==> config.mk <==
export PLATFORM = sky130hd
export DESIGN_NAME = dds_sine_noise_src_flat
export DESIGN_NICKNAME = d
export VERILOG_FILES = /design/src/rtl/dds_sine_noise_src_if.sv /design/src/rtl/dds_sine_noise_src.sv /design/src/flat_wrapper.sv
export SDC_FILE = /design/constraint.sdc
export NUM_CORES = 1
export LEC_CHECK = 0
export BUFFER_PORTS_ARGS = -buffer_cell sky130_fd_sc_hd__clkbuf_2
export CAP_MARGIN = 20
export CORE_MARGIN = 5
export CORE_UTILIZATION = 45
export CTS_CLUSTER_SIZE = 20
export DETAILED_ROUTE_END_ITERATION = 6
export PLACE_DENSITY_LB_ADDON = 0.12
export SLEW_MARGIN = 10
export SYNTH_ARGS = -nofsm -noshare
export SYNTH_HDL_FRONTEND = slang
export SYNTH_SLANG_ARGS = --single-unit
==> constraint.sdc <==
create_clock -name clk -period 5.2 [get_ports clk]
set_input_delay 0.26 -clock clk [delete_from_list [all_inputs] [get_ports clk]]
set_output_delay 0.26 -clock clk [all_outputs]
set_load 0.03 [all_outputs]
==> src/rtl/dds_sine_noise_src_if.sv <==
// Sample-source bus: run/tuning controls in, 16-bit signed samples out.
interface dds_sine_noise_src_if #(
  parameter int PHASE_W = 32
);
  logic               en;
  logic [PHASE_W-1:0] tune_word;
  logic               noise_en;
  logic signed [15:0] dout;
  logic               dout_valid;

  // Controller side: drives the controls, consumes the samples.
  modport master (
    output en,
    output tune_word,
    output noise_en,
    input  dout,
    input  dout_valid
  );

  // Generator side.
  modport slave (
    input  en,
    input  tune_word,
    input  noise_en,
    output dout,
    output dout_valid
  );
endinterface

==> src/rtl/dds_sine_noise_src.sv <==
// DDS sine source with optional LFSR noise, feeding a biquad input.
// Phase accumulator + quarter-wave LUT, 4-stage pipeline from tick to dout.
module dds_sine_noise_src #(
  parameter int PHASE_W     = 32,
  parameter int LUT_ADDR_W  = 8,
  parameter int AMP         = 30000,
  parameter int NOISE_SHIFT = 4,
  parameter int CLK_DIV     = 1
) (
  input logic                 clk,
  input logic                 rst,
  dds_sine_noise_src_if.slave src_if
);

  localparam int          N         = 1 << LUT_ADDR_W;
  localparam int          DIV_W     = (CLK_DIV > 1) ? $clog2(CLK_DIV) : 1;
  localparam int          TOP_W     = LUT_ADDR_W + 2;
  localparam logic [15:0] LFSR_SEED = 16'hACE1;
  localparam logic [15:0] LFSR_TAPS = 16'hB400;

  if (CLK_DIV < 1) begin : g_bad_div
    $error("CLK_DIV must be at least 1");
  end
  if (PHASE_W < TOP_W) begin : g_bad_phase
    $error("PHASE_W must cover the quadrant and LUT index bits");
  end

  // Taylor series for sin(x), x in [0, pi/2]; only used at elaboration.
  function automatic real sin_series(input real x);
    real term;
    real sum;
    term = x;
    sum  = x;
    for (int n = 1; n < 14; n++) begin
      term = -term * x * x / real'((2 * n) * (2 * n + 1));
      sum  = sum + term;
    end
    return sum;
  endfunction

  // Quarter-wave entry k, sampled at bin centres so the table is symmetric.
  function automatic int lut_entry(input int k);
    real x;
    x = 3.14159265358979323846 / 2.0 * (real'(k) + 0.5) / real'(N);
    return $rtoi(real'(AMP) * sin_series(x) + 0.5);
  endfunction

  // Noise contribution: sign-extended LFSR word, arithmetically scaled down.
  function automatic logic signed [17:0] noise_term(input logic [15:0] lfsr,
                                                    input logic        nen);
    logic signed [17:0] w;
    w = $signed({{2{lfsr[15]}}, lfsr});
    return nen ? (w >>> NOISE_SHIFT) : 18'sd0;
  endfunction

  // Clamp an 18-bit sum into the 16-bit signed output range.
  function automatic logic signed [15:0] sat16(input logic signed [17:0] v);
    if (v > 18'sd32767) begin
      return 16'sh7FFF;
    end
    if (v < -18'sd32768) begin
      return 16'sh8000;
    end
    return $signed(v[15:0]);
  endfunction

  logic signed [15:0] lut_rom [N];

  for (genvar k = 0; k < N; k++) begin : g_lut
    localparam int LV = lut_entry(k);
    assign lut_rom[k] = 16'(LV);
  end

  logic [DIV_W-1:0]   div_cnt_q, div_cnt_d;
  logic [PHASE_W-1:0] phase_q, phase_d;
  logic [15:0]        lfsr_q, lfsr_d;
  logic               tick;

  logic               vld_p1_q, vld_p2_q, vld_p3_q;
  logic [TOP_W-1:0]   ph_p1_q;
  logic [15:0]        lfsr_p1_q;
  logic               nen_p1_q;

  logic [1:0]            quad_p1;
  logic [LUT_ADDR_W-1:0] idx_p1;
  logic [LUT_ADDR_W-1:0] addr_p2_q;
  logic                  neg_p2_q;
  logic signed [17:0]    noise_p2_q;

  logic signed [15:0] lut_p3_q;
  logic signed [17:0] noise_p3_q;
  logic signed [17:0] sum_p3;

  logic signed [15:0] dout_q, dout_d;
  logic               dout_valid_q;

  assign tick = src_if.en && (div_cnt_q == DIV_W'(CLK_DIV - 1));

  // Divider, phase accumulator and LFSR advance only while enabled.
  always_comb begin
    div_cnt_d = div_cnt_q;
    phase_d   = phase_q;
    lfsr_d    = lfsr_q;
    if (src_if.en) begin
      div_cnt_d = (div_cnt_q == DIV_W'(CLK_DIV - 1)) ? '0 : div_cnt_q + 1'b1;
    end
    if (tick) begin
      phase_d = phase_q + src_if.tune_word;
      lfsr_d  = lfsr_q[0] ? ((lfsr_q >> 1) ^ LFSR_TAPS) : (lfsr_q >> 1);
    end
  end

  // Control state: counters, generators, valid chain and output register.
  always_ff @(posedge clk) begin
    if (rst) begin
      div_cnt_q    <= '0;
      phase_q      <= '0;
      lfsr_q       <= LFSR_SEED;
      vld_p1_q     <= 1'b0;
      vld_p2_q     <= 1'b0;
      vld_p3_q     <= 1'b0;
      dout_valid_q <= 1'b0;
      dout_q       <= '0;
    end else begin
      div_cnt_q    <= div_cnt_d;
      phase_q      <= phase_d;
      lfsr_q       <= lfsr_d;
      vld_p1_q     <= tick;
      vld_p2_q     <= vld_p1_q;
      vld_p3_q     <= vld_p2_q;
      dout_valid_q <= vld_p3_q;
      dout_q       <= dout_d;
    end
  end

  // Stage 1: snapshot the pre-increment phase, current LFSR and noise enable.
  always_ff @(posedge clk) begin
    if (tick) begin
      ph_p1_q   <= phase_q[PHASE_W-1 -: TOP_W];
      lfsr_p1_q <= lfsr_q;
      nen_p1_q  <= src_if.noise_en;
    end
  end

  assign quad_p1 = ph_p1_q[TOP_W-1 -: 2];
  assign idx_p1  = ph_p1_q[LUT_ADDR_W-1:0];

  // Stage 2: fold the phase onto the quarter wave (mirror in quadrants 1 and 3).
  always_ff @(posedge clk) begin
    addr_p2_q  <= quad_p1[0] ? ~idx_p1 : idx_p1;
    neg_p2_q   <= quad_p1[1];
    noise_p2_q <= noise_term(lfsr_p1_q, nen_p1_q);
  end

  // Stage 3: registered LUT read with sign restored for the lower half-wave.
  always_ff @(posedge clk) begin
    lut_p3_q   <= neg_p2_q ? -lut_rom[addr_p2_q] : lut_rom[addr_p2_q];
    noise_p3_q <= noise_p2_q;
  end

  // Stage 4: widened add of sine and noise, then clamp; hold between samples.
  assign sum_p3 = $signed({{2{lut_p3_q[15]}}, lut_p3_q}) + noise_p3_q;
  assign dout_d = vld_p3_q ? sat16(sum_p3) : dout_q;

  assign src_if.dout       = dout_q;
  assign src_if.dout_valid = dout_valid_q;

endmodule

==> src/flat_wrapper.sv <==
// flat-port wrapper written by rule: the top's interface ports become plain ports
module dds_sine_noise_src_flat 
#(
  parameter int PHASE_W     = 32,
  parameter int LUT_ADDR_W  = 8,
  parameter int AMP         = 30000,
  parameter int NOISE_SHIFT = 4,
  parameter int CLK_DIV     = 1
)
  (clk, rst, src_if_en, src_if_tune_word, src_if_noise_en, src_if_dout, src_if_dout_valid);
  dds_sine_noise_src_if #(.PHASE_W(PHASE_W)) src_if_i ();
  input logic clk;
  input logic rst;
  input wire logic [$bits(src_if_i.en)-1:0] src_if_en;
  input wire logic [$bits(src_if_i.tune_word)-1:0] src_if_tune_word;
  input wire logic [$bits(src_if_i.noise_en)-1:0] src_if_noise_en;
  output wire logic [$bits(src_if_i.dout)-1:0] src_if_dout;
  output wire logic [$bits(src_if_i.dout_valid)-1:0] src_if_dout_valid;
  assign src_if_i.en = src_if_en;
  assign src_if_i.tune_word = src_if_tune_word;
  assign src_if_i.noise_en = src_if_noise_en;
  assign src_if_dout = src_if_i.dout;
  assign src_if_dout_valid = src_if_i.dout_valid;
  dds_sine_noise_src #(.PHASE_W(PHASE_W), .LUT_ADDR_W(LUT_ADDR_W), .AMP(AMP), .NOISE_SHIFT(NOISE_SHIFT), .CLK_DIV(CLK_DIV)) u_core (.clk(clk), .rst(rst), .src_if(src_if_i));
endmodule
==> results by group <==
Status
  • Status: completed

Floorplan
  • Rows: 57
  • Core area: 0.0242 mm²
  • Die area: 0.0277 mm²
  • Initial Util: 45.5%
  • Die X: 166 µm
  • Total I/O pin count: 53
  • Die height: 166 µm

Pwr
  • Leak: 4.77 nW
  • VDD IR max: 0.187 mV
  • Power Density: 474 mW/mm²

Final layout
  • Multi-input logic area: 0.00732 mm²
  • Ant. Diodes: 0
  • Layout cells sized above 1: 10.7%
  • # fillers: 2365
  • Reg area: 0.00304 mm²
  • Most common cell after layout, fill and taps aside: nor2_1
  • Nets: 1461
  • Layout Utilization: 49.4%
  • Most frequent cells in the layout: nor2_1, dfxtp_1, a21oi_1, o21ai_0, nand2_1
  • Layout overhead on the synthesized area: 8.56%

Clock network
  • Post CTS Setup Buffer Count: 0
  • Post_cts resized: 0
  • CTS tree: yes
  • Clock Latency Late Sink: 0.42 ns
  • Htree depth: 4
  • Hold-fix buffer count after cts: 1
  • CTS root buffer: clkbuf_16
  • Clk sinks: 140
  • Clock transition at path regs: 0.06 ns
  • CTS Buf Count: 17
  • Max clock buf depth: 2

Global routing
  • Vias in the first global route: 10200
  • Grt total ovfl: 0
  • Largest net degree at the start of global routing: 91
  • GR peak layer: met2
  • All-layer global routing usage: 26.1%
  • Grt met1 use: 35.6%
  • Met2 Usage GRT: 37.9%
  • Initial antenna violation count: 0
  • Met3 usage: 7.00%
  • First-pass GRT wire length: 58500 µm

Timing
  • Fmax: 0.226 GHz
  • Max_slew headroom: 35.4%
  • Final Skew: 0.0151 ns
  • Setup violations, final: 0
  • Worst-Margin Slew: 0.968 ns
  • Max-slew violation total from the final report: 0
  • Fin. Hold Viols: 0
  • Fin crit share: 85.1%
  • Tmin final: 4.43 ns
  • Setup TNS: 0 ns
  • RSZ-0062 raised after global routing: false

Critical path
  • CP Data Required Time: 5.55 ns
  • Crit end category: flop
  • Crit path DAT: 4.77 ns
  • Crit path kind: flop to flop
  • CP Launch Type: flop
  • Worst Path Max Fanout: 30

Worst hold path
  • Worst Hold Class: input port to flop

Yosys
  • Ys Warns: 0
  • Post-Synthesis Cell Area: 0.0110 mm²
  • Share of flip-flops with an asynchronous set or reset: 0%
  • Post-synthesis cell count: 1353
  • Cell variety after synth: 98
  • Mapped Nets: 1459
  • Ys flop type: dfxtp_1
  • Seq/Total Area, Yosys: 27.6%
  • Mean post-synth cell area: 8.13 µm²
  • Synth Register Bits: 140
  • Post-synth EDFFs: 23

Detailed routing
  • WL final: 37500 µm
  • ANT nets after route: 0
  • DR WL/cell: 22.1 µm
  • Initial drt markers: 1197
  • Via/cell ratio: 6.40
  • DRC errors left: 0
  • DRT Pass-1 Iters: 6
  • Via count: 10800

Place
  • Hpwl dp: 26400 µm
  • Port buffer count: 52
  • Final RePlAce weighted congestion: 1.10

Flow run
  • Max cap viols: 0
==> metrics by stage <==
stage	instance area (µm²)	std cells	hold WS (ns)	power (mW)	setup slack, ns
finish	11900	1692	0.204	5.66	0.774
global route	11900	1692	0.200	6.02	0.577
CTS	11900	1691	0.186	5.58	0.923
detailed placement	11400	1658	0.312	4.42	0.961
global placement	11400	1658	0.313	4.49	1.02
floorplan	11000	1353	0.310	3.62	0.890
==> metal layers <==
metal  up-vias  part of all wire, %  wire (µm)
li1       5064                    -          -
met1      4961                   43      15900
met2       625                   41      15400
met3       178                   10       3930
met4         0                  5.8       2180
met5         -                    0          0
==> path summary, 6_finish.rpt <==
| path | from | endpoint | slack, ns | cells past startpoint |
|---|---|---|---|---|
| worst max-delay path | u_core.addr_p2_q[1]$_DFF_P_ | u_core.lut_p3_q[13]$_DFF_P_ | 0.77 | 13 |
| worst max register to register | u_core.addr_p2_q[1]$_DFF_P_ | u_core.lut_p3_q[13]$_DFF_P_ | 0.77 | 13 |
| worst min-delay path | src_if_tune_word[0] | u_core.phase_q[0]$_SDFFE_PP0P_ | 0.20 | 4 |
| worst min register to register | u_core.noise_p2_q[5]$_SDFF_PN0_ | u_core.noise_p3_q[5]$_DFF_P_ | 0.31 | 0 |
==> area by class of cell <==
cell class	count	share of cell area (%)
clock buffers	22	4.06
multi-input cells	1080	61.3
well taps	324	3.39
flip-flops and latches	140	25.5
inverters	35	1.10
repair buffers	81	4.15
clock inverters	10	0.534
==> state kept, by name (all words and copies together) (netlist names) <==
register,cells
u_core.addr_p2_q,8
u_core.lfsr_p1_q,12
u_core.lfsr_q,16
u_core.lut_p3_q,16
u_core.neg_p2_q,1
u_core.nen_p1_q,1
u_core.noise_p2_q,12
u_core.noise_p3_q,12
u_core.ph_p1_q,10
u_core.phase_q,32
u_core.src_if.dout,16
u_core.src_if.dout_valid,1
u_core.vld_p1_q,1
u_core.vld_p2_q,1
u_core.vld_p3_q,1
==> worst max-delay path, cell delays in order (launching register included) <==
cell,delay [ns]
dfxtp_1,0.33
buf_4,0.40
ha_1,0.59
inv_1,0.25
ha_1,0.37
nor3_1,0.27
a211o_1,0.19
a22oi_1,0.09
a31oi_1,0.31
and3_1,0.28
nand3b_1,0.13
or4b_4,0.54
o41ai_1,0.43
xnor2_1,0.16
==> kinds of logic (layout without fill, tap and decap cells) <==
logic type	Yosys count	in the layout	synth area share, %
DFF	140	140	27.6
AOI/OAI and AO/OA	472	472	29.5
buffers and inverters	133	148	5.90
and+or+nand+nor	443	443	20.5
muxes	32	32	3.16
xor gates and xnor gates	62	62	4.94
adders and majority gates	71	71	8.39
==> cell usage after synthesis (all sizes together) (19+ instances only) <==
cell type    n  area, µm²
nor2b       37        231
ha          65        813
inv         35        131
a21oi      100        500
buf         58        368
nand2       86        333
and2        19        119
o21ai       89        449
xor2        22        193
edfxtp      23        691
a21o        19        143
xnor2       40        350
nor2       130        488
dfxtp      117       2340
nor3        30        150
a211oi      39        298
mux2i       28        280
nand3       32        160
a311oi      24        210
nand2b      43        277
clkbuf      40        150
a31oi       29        181
==> where the power goes <==
part           switching [mW]  internal [mW]  total (mW)
clock                   0.466          0.662        1.13
sequential              0.164           1.28        1.44
combinational            1.97           1.12        3.09
(Power assumes the default switching activity.)
